--- src/rtl/hazard_ctrl_pkg.sv ---
// Shared pipeline definitions: FSM state encoding and register widths.
package hazard_ctrl_pkg;
   localparam int REG_W   = 5;   // architectural register index width
   localparam int TIMER_W = 8;   // memory-wait timer width

   typedef enum logic [1:0] {
      RUN      = 2'd0,
      MEM_WAIT = 2'd1,
      HALT     = 2'd2
   } state_e;
endpackage

--- src/rtl/hazard_ctrl_if.sv ---
// Hazard-control bus: ID/EX hazard inputs and pipeline control outputs.
interface hazard_ctrl_if #(
   parameter int CNT_W = 16
);
   import hazard_ctrl_pkg::*;

   logic [REG_W-1:0] ID_rs1, ID_rs2, ID_EX_rd;
   logic             ID_use_rs1, ID_use_rs2, ID_EX_MemRead;
   logic             EX_branch_taken, mem_busy, cnt_clr;
   logic             PC_write, IF_ID_write, ID_EX_write, EX_MEM_write;
   logic             IF_ID_flush, ID_EX_flush, MEM_WB_flush;
   logic             PC_src_branch, halted;
   logic [CNT_W-1:0] stall_cnt, flush_cnt;

   // pipeline side: drives hazard info, consumes controls
   modport master (
      output ID_rs1, ID_rs2, ID_use_rs1, ID_use_rs2, ID_EX_rd, ID_EX_MemRead,
             EX_branch_taken, mem_busy, cnt_clr,
      input  PC_write, IF_ID_write, ID_EX_write, EX_MEM_write,
             IF_ID_flush, ID_EX_flush, MEM_WB_flush, PC_src_branch, halted,
             stall_cnt, flush_cnt
   );

   // hazard controller side
   modport slave (
      input  ID_rs1, ID_rs2, ID_use_rs1, ID_use_rs2, ID_EX_rd, ID_EX_MemRead,
             EX_branch_taken, mem_busy, cnt_clr,
      output PC_write, IF_ID_write, ID_EX_write, EX_MEM_write,
             IF_ID_flush, ID_EX_flush, MEM_WB_flush, PC_src_branch, halted,
             stall_cnt, flush_cnt
   );
endinterface

--- src/rtl/hazard_ctrl_load_use_detect.sv ---
// Load-use comparator: the load in EX writes a register the ID instruction reads.
module load_use_detect
   import hazard_ctrl_pkg::*;
(
   input  logic [REG_W-1:0] rs1,
   input  logic [REG_W-1:0] rs2,
   input  logic             use_rs1,
   input  logic             use_rs2,
   input  logic [REG_W-1:0] ex_rd,
   input  logic             ex_mem_read,
   output logic             hit
);
   // x0 is never a real dependency, so it is excluded up front
   always_comb begin
      hit = ex_mem_read && (ex_rd != '0) &&
            (((ex_rd == rs1) && use_rs1) || ((ex_rd == rs2) && use_rs2));
   end
endmodule

--- src/rtl/hazard_ctrl.sv ---
// Pipeline hazard controller: freeze/branch/load-use control, memory timeout
// FSM and stall/flush performance counters.
module hazard_ctrl
   import hazard_ctrl_pkg::*;
#(
   parameter int CNT_W       = 16,   // must match the bus CNT_W
   parameter int MEM_TIMEOUT = 255   // 2..255
) (
   input  logic          clk,
   input  logic          rst,
   hazard_ctrl_if.slave  bus
);
   state_e             state_q, state_d;
   logic [TIMER_W-1:0] timer_q, timer_d;
   logic [CNT_W-1:0]   stall_cnt_q, stall_cnt_d;
   logic [CNT_W-1:0]   flush_cnt_q, flush_cnt_d;
   logic               lu_hit, stall_ev, flush_ev;

   load_use_detect u_lud (
      .rs1         (bus.ID_rs1),
      .rs2         (bus.ID_rs2),
      .use_rs1     (bus.ID_use_rs1),
      .use_rs2     (bus.ID_use_rs2),
      .ex_rd       (bus.ID_EX_rd),
      .ex_mem_read (bus.ID_EX_MemRead),
      .hit         (lu_hit)
   );

   // Control outputs (freeze > branch > load-use) and FSM/timer next state
   always_comb begin
      bus.PC_write      = 1'b1;
      bus.IF_ID_write   = 1'b1;
      bus.ID_EX_write   = 1'b1;
      bus.EX_MEM_write  = 1'b1;
      bus.IF_ID_flush   = 1'b0;
      bus.ID_EX_flush   = 1'b0;
      bus.MEM_WB_flush  = 1'b0;
      bus.PC_src_branch = 1'b0;
      bus.halted        = 1'b0;
      stall_ev          = 1'b0;
      flush_ev          = 1'b0;
      state_d           = state_q;
      timer_d           = timer_q;

      if (state_q == HALT) begin
         bus.PC_write     = 1'b0;
         bus.IF_ID_write  = 1'b0;
         bus.ID_EX_write  = 1'b0;
         bus.EX_MEM_write = 1'b0;
         bus.halted       = 1'b1;
      end else if (bus.mem_busy) begin
         bus.PC_write     = 1'b0;
         bus.IF_ID_write  = 1'b0;
         bus.ID_EX_write  = 1'b0;
         bus.EX_MEM_write = 1'b0;
         bus.MEM_WB_flush = 1'b1;
         stall_ev         = 1'b1;
      end else if (bus.EX_branch_taken) begin
         // the ID instruction is squashed, so any load-use on it is moot
         bus.PC_src_branch = 1'b1;
         bus.IF_ID_flush   = 1'b1;
         bus.ID_EX_flush   = 1'b1;
         flush_ev          = 1'b1;
      end else if (lu_hit) begin
         bus.PC_write    = 1'b0;
         bus.IF_ID_write = 1'b0;
         bus.ID_EX_flush = 1'b1;
         stall_ev        = 1'b1;
      end

      case (state_q)
         RUN: begin
            if (bus.mem_busy) begin
               state_d = MEM_WAIT;
               timer_d = TIMER_W'(1);
            end
         end
         MEM_WAIT: begin
            if (!bus.mem_busy) begin
               state_d = RUN;
               timer_d = '0;
            end else if (timer_q == TIMER_W'(MEM_TIMEOUT - 1)) begin
               state_d = HALT;
            end else begin
               timer_d = timer_q + TIMER_W'(1);
            end
         end
         default: ;   // HALT only leaves through reset
      endcase

      // reset holds the pipeline frozen with every stage bubbled
      if (rst) begin
         bus.PC_write      = 1'b0;
         bus.IF_ID_write   = 1'b0;
         bus.ID_EX_write   = 1'b0;
         bus.EX_MEM_write  = 1'b0;
         bus.IF_ID_flush   = 1'b1;
         bus.ID_EX_flush   = 1'b1;
         bus.MEM_WB_flush  = 1'b1;
         bus.PC_src_branch = 1'b0;
         bus.halted        = 1'b0;
      end
   end

   // Saturating performance counters; clear wins over increment
   always_comb begin
      stall_cnt_d = stall_cnt_q;
      flush_cnt_d = flush_cnt_q;
      if (bus.cnt_clr) begin
         stall_cnt_d = '0;
         flush_cnt_d = '0;
      end else begin
         if (stall_ev && (stall_cnt_q != '1)) stall_cnt_d = stall_cnt_q + CNT_W'(1);
         if (flush_ev && (flush_cnt_q != '1)) flush_cnt_d = flush_cnt_q + CNT_W'(1);
      end
   end

   // State, timer and counter registers
   always_ff @(posedge clk or posedge rst) begin
      if (rst) begin
         state_q     <= RUN;
         timer_q     <= '0;
         stall_cnt_q <= '0;
         flush_cnt_q <= '0;
      end else begin
         state_q     <= state_d;
         timer_q     <= timer_d;
         stall_cnt_q <= stall_cnt_d;
         flush_cnt_q <= flush_cnt_d;
      end
   end

   assign bus.stall_cnt = stall_cnt_q;
   assign bus.flush_cnt = flush_cnt_q;
endmodule
--- src/flat_wrapper.sv ---
// flat-port wrapper written by rule: the top's interface ports become plain ports
module hazard_ctrl_flat import hazard_ctrl_pkg::*;
#(
   parameter int CNT_W       = 16,                              
   parameter int MEM_TIMEOUT = 255            
)
  (clk, rst, bus_ID_rs1, bus_ID_rs2, bus_ID_use_rs1, bus_ID_use_rs2, bus_ID_EX_rd, bus_ID_EX_MemRead, bus_EX_branch_taken, bus_mem_busy, bus_cnt_clr, bus_PC_write, bus_IF_ID_write, bus_ID_EX_write, bus_EX_MEM_write, bus_IF_ID_flush, bus_ID_EX_flush, bus_MEM_WB_flush, bus_PC_src_branch, bus_halted, bus_stall_cnt, bus_flush_cnt);
  hazard_ctrl_if #(.CNT_W(CNT_W)) bus_i ();
  input  logic clk;
  input  logic rst;
  input wire logic [$bits(bus_i.ID_rs1)-1:0] bus_ID_rs1;
  input wire logic [$bits(bus_i.ID_rs2)-1:0] bus_ID_rs2;
  input wire logic [$bits(bus_i.ID_use_rs1)-1:0] bus_ID_use_rs1;
  input wire logic [$bits(bus_i.ID_use_rs2)-1:0] bus_ID_use_rs2;
  input wire logic [$bits(bus_i.ID_EX_rd)-1:0] bus_ID_EX_rd;
  input wire logic [$bits(bus_i.ID_EX_MemRead)-1:0] bus_ID_EX_MemRead;
  input wire logic [$bits(bus_i.EX_branch_taken)-1:0] bus_EX_branch_taken;
  input wire logic [$bits(bus_i.mem_busy)-1:0] bus_mem_busy;
  input wire logic [$bits(bus_i.cnt_clr)-1:0] bus_cnt_clr;
  output wire logic [$bits(bus_i.PC_write)-1:0] bus_PC_write;
  output wire logic [$bits(bus_i.IF_ID_write)-1:0] bus_IF_ID_write;
  output wire logic [$bits(bus_i.ID_EX_write)-1:0] bus_ID_EX_write;
  output wire logic [$bits(bus_i.EX_MEM_write)-1:0] bus_EX_MEM_write;
  output wire logic [$bits(bus_i.IF_ID_flush)-1:0] bus_IF_ID_flush;
  output wire logic [$bits(bus_i.ID_EX_flush)-1:0] bus_ID_EX_flush;
  output wire logic [$bits(bus_i.MEM_WB_flush)-1:0] bus_MEM_WB_flush;
  output wire logic [$bits(bus_i.PC_src_branch)-1:0] bus_PC_src_branch;
  output wire logic [$bits(bus_i.halted)-1:0] bus_halted;
  output wire logic [$bits(bus_i.stall_cnt)-1:0] bus_stall_cnt;
  output wire logic [$bits(bus_i.flush_cnt)-1:0] bus_flush_cnt;
  assign bus_i.ID_rs1 = bus_ID_rs1;
  assign bus_i.ID_rs2 = bus_ID_rs2;
  assign bus_i.ID_use_rs1 = bus_ID_use_rs1;
  assign bus_i.ID_use_rs2 = bus_ID_use_rs2;
  assign bus_i.ID_EX_rd = bus_ID_EX_rd;
  assign bus_i.ID_EX_MemRead = bus_ID_EX_MemRead;
  assign bus_i.EX_branch_taken = bus_EX_branch_taken;
  assign bus_i.mem_busy = bus_mem_busy;
  assign bus_i.cnt_clr = bus_cnt_clr;
  assign bus_PC_write = bus_i.PC_write;
  assign bus_IF_ID_write = bus_i.IF_ID_write;
  assign bus_ID_EX_write = bus_i.ID_EX_write;
  assign bus_EX_MEM_write = bus_i.EX_MEM_write;
  assign bus_IF_ID_flush = bus_i.IF_ID_flush;
  assign bus_ID_EX_flush = bus_i.ID_EX_flush;
  assign bus_MEM_WB_flush = bus_i.MEM_WB_flush;
  assign bus_PC_src_branch = bus_i.PC_src_branch;
  assign bus_halted = bus_i.halted;
  assign bus_stall_cnt = bus_i.stall_cnt;
  assign bus_flush_cnt = bus_i.flush_cnt;
  hazard_ctrl #(.CNT_W(CNT_W), .MEM_TIMEOUT(MEM_TIMEOUT)) u_core (.clk(clk), .rst(rst), .bus(bus_i));
endmodule
--- config.mk ---
export PLATFORM = sky130hd
export DESIGN_NAME = hazard_ctrl_flat
export DESIGN_NICKNAME = d
export VERILOG_FILES = /design/src/rtl/hazard_ctrl_pkg.sv /design/src/rtl/hazard_ctrl_if.sv /design/src/rtl/hazard_ctrl_load_use_detect.sv /design/src/rtl/hazard_ctrl.sv /design/src/flat_wrapper.sv
export SDC_FILE = /design/constraint.sdc
export NUM_CORES = 1
export LEC_CHECK = 0
export BUFFER_PORTS_ARGS = -buffer_cell sky130_fd_sc_hd__buf_2
export CAP_MARGIN = 20
export CORE_MARGIN = 2
export CORE_UTILIZATION = 30
export DETAILED_ROUTE_END_ITERATION = 7
export SLEW_MARGIN = 20
export SYNTH_ARGS = -nofsm -noshare
export SYNTH_HDL_FRONTEND = slang
export SYNTH_SLANG_ARGS = --single-unit
--- constraint.sdc ---
create_clock -name clk -period 5.6 [get_ports clk]
set_input_delay 0.56 -clock clk [delete_from_list [all_inputs] [get_ports clk]]
set_output_delay 0.56 -clock clk [all_outputs]
set_load 0.03 [all_outputs]
==> results of run 1 <==
cells by family (layout without fill, tap and decap cells):
group,count (synthesis),in the layout,synth area share
AND/OR/NAND/NOR,120,120,0.269
AO/OA/AOI/OAI,47,47,0.123
flip-flops,42,42,0.425
XOR/XNOR,31,31,0.110
buffers and inverters,19,79,0.0394
adder cells (fa/ha/maj),4,4,0.0202
multiplexers,3,3,0.0142
how the worst max path moves through the flow:
stage / start / to / slack, ns / cells after the start
2_1_floorplan: rst / bus_ID_EX_flush / 2.72 / 2
3_3_place_gp: bus_ID_EX_rd[0] / u_core.bus.stall_cnt[13] / 2.71 / 7
6_report: rst / bus_ID_EX_flush / 3.00 / 5
4_1_cts: u_core.bus.stall_cnt[0] / u_core.bus.stall_cnt[13] / 2.78 / 7
5_1_grt: rst / bus_ID_EX_flush / 2.74 / 5
3_5_place_dp: bus_ID_EX_rd[0] / u_core.bus.stall_cnt[13] / 2.69 / 7
per-layer routing:
layer | track usage | wire length (um) | vias to the layer above
met2 | 0.205 | 2520 | 59
li1 | - | - | 1083
met5 | 0 | 0 | -
met1 | 0.178 | 2720 | 1059
met3 | 0.0359 | 342 | 7
met4 | 0.0217 | 36 | 0
cells in the final DEF (no fill, tap or decap), drive strengths merged, types with 4 or more instances in the layout:
master,count
nand3,11
or4,6
nand4,19
dfrtp,42
clkbuf,7
and3,5
a21oi,18
nor3,7
or3,8
inv,7
nor4,4
ha,4
xnor2,16
nand2,18
buf,64
nor2,29
o31ai,6
o21ai,12
xor2,15
state kept, by name, indices dropped and copies added, names as in the netlist:
signal,count
u_core.bus.flush_cnt,16
u_core.bus.stall_cnt,16
u_core.state_q,2
u_core.timer_q,8
power groups by stage:
stage               registers, uW  clock network (uW)  logic (uW)
floorplan                     325                   0        50.7
global placement              322                   0        75.7
detailed placement            323                   0        76.7
CTS                           316                 213        77.0
global route                  318                 225        84.8
finish                        317                 202        76.2
per-stage QoR:
step	cells	hold WS (ns)	cell area [um^2]
final	431	0.363	2960
after global routing	431	0.424	2960
after CTS	431	0.390	2950
after detailed placement	423	0.539	2860
after global placement	423	0.528	2860
after floorplan	266	0.487	2470
area by class of cell:
type	instances	area [um^2]
Clock buffer	7	86.3
Clock inverter	1	5.00
Fill cell	877	5140
Inverter	7	26.3
Multi-Input combinational cell	205	1330
Sequential cell	42	1050
Tap cell	105	131
Timing Repair Buffer	64	323
worst reg2reg max path, stage by stage, from the launching register on:
cell	delay, ns
dfrtp_1	0.45
ha_1	0.26
nand3_1	0.10
nor4_1	0.46
nor4_2	0.13
a21oi_4	0.61
nor4_2	0.13
mux2_4	0.32
==> results.yml, run 1 <==
outcome:
  outcome: "finished clean"
logic_synthesis:
  syn-num-nets: 293
  ys_ff_latch: 42
  ys.flop_type: "dfrtp_1"
  netlist_instances: 266
  syn_area_mm2: 0.00247
  yosys-top-cells-area: "dfrtp_1 (42%), xnor2_1 (5.7%), xor2_1 (5.3%)"
  seq_area_frac_synth: 0.425
  synthTopCellsByCount: "dfrtp_1 (42), nor2_1 (29), nand2_1 (18), nand4_1 (18), a21oi_1 (17)"
  yosysTopAreaCellShare: 0.425
  yosys.area.top_type: "dfrtp_1"
  synth.most_common_cell: "dfrtp_1"
  async_flop_share: 1.00
  post_synth.cell_area_avg_um2: 9.30
  synth_edf_count: 0
  ys_warn_count: 0
  ys_types: 47
detailed_routing:
  drtPass1Iterations: 4
  wl_um: 5620
  num_vias: 2208
  antenna_left: 0
  drc_errors: 0
  wl_per_cell_um: 13.0
  vias_per_cell: 5.12
  drt_iter0_drc: 50
floorplan:
  row_count: 33
  die-area_mm2: 0.00899
  die_x_um: 94.8
  core-area_mm2: 0.00809
  start_util: 0.306
  ioPinCount: 64
  die_y_um: 94.8
critical_path:
  timing.rr.end: "u_core.bus.stall_cnt[13]"
  cp_cell_sequence: "buf_2 > inv_1 > buf_4 > o311ai_0 > buf_2"
  worstSetupPathType: "in -> out"
  cpPeakStageDelay_ns: 0.47
  critPathTopFamily: "buffers and inverters"
  worst_path_max_delay_cell: "inv_1"
  r2r_cells: 7
  cpMostUsedCell: "buf_2"
  r2r_start: "u_core.bus.stall_cnt[0]"
  critical_path_required_ns: 5.04
  endpoint_kind: "primary output"
  worstPathMaxFanout: 29
  startpoint_type: "input pin"
  path_buf_inv: 4
  regToRegSetupSlack_ns: 3.03
  arrival_ns: 2.04
clock_tree:
  cts_setup_buffers: 0
  clockRootBuffer: "clkbuf_8"
  cts_resized: 0
  insertion_delay_ns: 0.29
  clk_pin_slew_ns: 0.08
  postCtsHoldBufs: 0
  cts_sinks: 42
  numCtsBuffers: 5
  htree_levels: 2
  cts.path.max_buffers: 2
  cts_tree: "built"
grt:
  grt.total_usage: 0.129
  grt_antenna_before_repair: 0
  grt-ovfl-total: 0
  grt_max_degree: 34
  grt_pass1_wl_um: 9340
  grt_pass1_vias: 2052
final_layout:
  fin_util: 0.365
  syn_to_final_growth_pct: 19.5
  nets: 352
  drive_above_1_share: 0.258
  n_antenna_cell: 0
place:
  place_ws_ns: 2.69
  routabilityCongestion: 0.808
  io_buffers: 63
  dpl.hpwl_um: 4130
power:
  p_leak_uw: 0.00131
  seqPwrFrac: 0.532
  pwr-share-clk: 0.340
  ir_worst_vdd_uv: 91.1
  p_sw_uw: 160
  p_per_area_mw_per_mm2: 201
  power_uw: 595
  sw_frac_of_total: 0.270
  p_int_uw: 435
  combPwrFrac: 0.128
sta:
  tightest_slew_ns: 0.704
  max_freq_mhz: 385
  grt_setup_unrepaired: "false"
  setup_viol: 0
  slew_violations: 0
  slew_headroom: 0.530
  setup_ws_ns: 3.00
  fin_worst_skew_ns: 0.00507
  finalCriticalPeriod_ns: 2.60
  period_share: 0.464
  hold_viol_final: 0
  setup_tns_ns: 0
worst_hold_path:
  hold_class: "in -> async"
flow_run:
  max_cap_viol_count: 0
Note: power is estimated with default switching activity, not from simulation.
==> run 2: changes to the inputs <==
Clock period 5.6 ns to 2.09 ns, I/O delays scaled along.
==> run 2 against run 1 <==
Net effect:
- critical path depth up 3
- largest power group unchanged
- flip-flop and latch count unchanged
- clock skew down 0.00057 ns
- worst setup slack worse by 3.0 ns
- die area unchanged
- register-to-register slack worse by 3.0 ns
- global-route usage up 1.2 points
==> results.yml, run 2 (synthesized netlist as in run 1, its figures left out) <==
final_layout:
  drive_above_1_share: 0.369
  multi_input_area_mm2: 0.00146
  final_cell_mix: "buf_2 (63), dfrtp_1 (41), nor2_1 (29)"
  nets: 381
  final_common_cell: "buf_2"
  syn_to_final_growth_pct: 35.7
  stdcell_count: 460
  n_antenna_cell: 0
  area.sequential_mm2: 0.00105
  fin_util: 0.415
  num-fill-cells: 838
detailed_routing:
  drt_iter0_drc: 105
  antenna_left: 0
  drtPass1Iterations: 4
  wl_per_cell_um: 13.8
  vias_per_cell: 5.08
  wl_um: 6360
  drc_errors: 0
  num_vias: 2338
worst_hold_path:
  min_to: "u_core.state_q[1]"
  hold_class: "in -> reg"
  whs_path_depth: 2
  hp-start: "bus_mem_busy"
place:
  routabilityCongestion: 0.789
  place_ws_ns: 0.0448
  place_inst: 446
  io_buffers: 63
  dpl.hpwl_um: 4510
critical_path:
  worst_path_max_delay_cell: "or4_4"
  critical_path_required_ns: 2.32
  arrival_ns: 2.27
  r2r_start: "u_core.bus.stall_cnt[0]"
  cp_cell_sequence: "ha_4 > nand3_4 > nor4_4 > nor4_4 > a21oi_4 > buf_12 > or4_4 > a21oi_2"
  r2r_cells: 8
  path_buf_inv: 1
  worstSetupPathType: "reg -> reg"
  startpoint_type: "flop"
  regToRegSetupSlack_ns: 0.05
  worstPathMaxFanout: 8
  cpMostUsedCell: "nor4_4"
  cpPeakStageDelay_ns: 0.47
  timing.rr.end: "u_core.bus.stall_cnt[12]"
  critPathTopFamily: "simple AND/OR/NAND/NOR gates"
  endpoint_kind: "flop"
grt:
  grt_antenna_before_repair: 0
  grt_pass1_wl_um: 9890
  grt-ovfl-total: 0
  grt.total_usage: 0.141
  grt_pass1_vias: 2137
  grt_max_degree: 30
sta:
  fin_worst_skew_ns: 0.00450
  setup_ws_ns: 0.0460
  period_share: 0.978
  grt_setup_unrepaired: "true"
  setup_tns_ns: 0
  slew_headroom: 0.710
  hold_viol_final: 0
  max_freq_mhz: 489
  setup_viol: 0
  tightest_slew_ns: 0.431
  finalCriticalPeriod_ns: 2.04
  slew_violations: 0
floorplan:
  ioPinCount: 64
  die-area_mm2: 0.00899
  row_count: 33
  die_y_um: 94.8
  core-area_mm2: 0.00809
  die_x_um: 94.8
  start_util: 0.306
clock_tree:
  cts_sinks: 42
  clk_pin_slew_ns: 0.09
  cts.path.max_buffers: 2
  insertion_delay_ns: 0.30
  cts_tree: "built"
  htree_levels: 2
  numCtsBuffers: 5
  clockRootBuffer: "clkbuf_8"
outcome:
  outcome: "finished clean"
power:
  sw_frac_of_total: 0.283
  ir_worst_vdd_uv: 233
  combPwrFrac: 0.154
  p_sw_uw: 472
  p_per_area_mw_per_mm2: 496
  seqPwrFrac: 0.506
  p_leak_uw: 0.00151
  p_int_uw: 1190
  pwr-share-clk: 0.340
flow_run:
  max_cap_viol_count: 0
[run 2: cell types whose count changed in the layout (fill, tap and decap cells not counted), moves of 3 or more]
cell	change
or4_4	+5
a21oi_1	-6
nor4_4	+3
or4_1	-5
a21oi_2	+6
buf_4	+24
[run 2: power by group through the flow]
stage | Combinational [uW] | Clock (uW) | Sequential [uW]
2_1_floorplan | 137 | 0 | 872
3_3_place_gp | 227 | 0 | 858
6_report | 257 | 566 | 844
4_1_cts | 234 | 586 | 842
3_5_place_dp | 232 | 0 | 858
5_1_grt | 283 | 613 | 848
[run 2: worst max path at each step]
| stage | slack (ns) | cells past startpoint | start | end |
|---|---|---|---|---|
| 3_3_place_gp | 0.07 | 7 | u_core.bus.stall_cnt[9] | u_core.bus.stall_cnt[13] |
| 2_1_floorplan | 0.005 | 8 | u_core.bus.stall_cnt[1] | u_core.bus.stall_cnt[13] |
| 4_1_cts | 0.03 | 7 | u_core.bus.stall_cnt[8] | u_core.bus.stall_cnt[13] |
| 3_5_place_dp | 0.04 | 7 | u_core.bus.stall_cnt[8] | u_core.bus.stall_cnt[13] |
| 5_1_grt | -0.03 | 9 | u_core.bus.stall_cnt[1] | u_core.bus.stall_cnt[7] |
| 6_report | 0.05 | 8 | u_core.bus.stall_cnt[0] | u_core.bus.stall_cnt[12] |
[run 2: final cells by class]
type,instances,share of cell area
clock buffer,6,0.0246
clock inverter,2,0.00373
inverter,7,0.00894
multi-input combinational,205,0.433
sequential,42,0.313
tap,105,0.0391
timing repair buffer,93,0.177
[run 2: what timing repair did]
action                                  4_1_cts  5_1_grt
endpoints found under the setup margin        0       11
gates resized for setup                       0       22
buffers inserted                              0        2
endpoints found under the hold margin        13        0
hold buffers                                  1        0
[run 2: routing by layer]
layer / global-route usage / vias up / share of wire
li1: - / 1139 / -
met1: 0.188 / 1118 / 0.48
met2: 0.226 / 76 / 0.45
met3: 0.0367 / 5 / 0.059
met4: 0.0399 / 0 / 0.0091
met5: 0 / - / 0
[run 2: stage by stage]
stage,hold slack (ns),instance area (um^2),total power [uW]
after floorplan,0.212,2480,1010
after global placement,0.234,3050,1080
after detailed placement,0.238,3050,1090
after CTS,0.285,3160,1660
after global routing,0.303,3360,1740
final,0.307,3360,1670
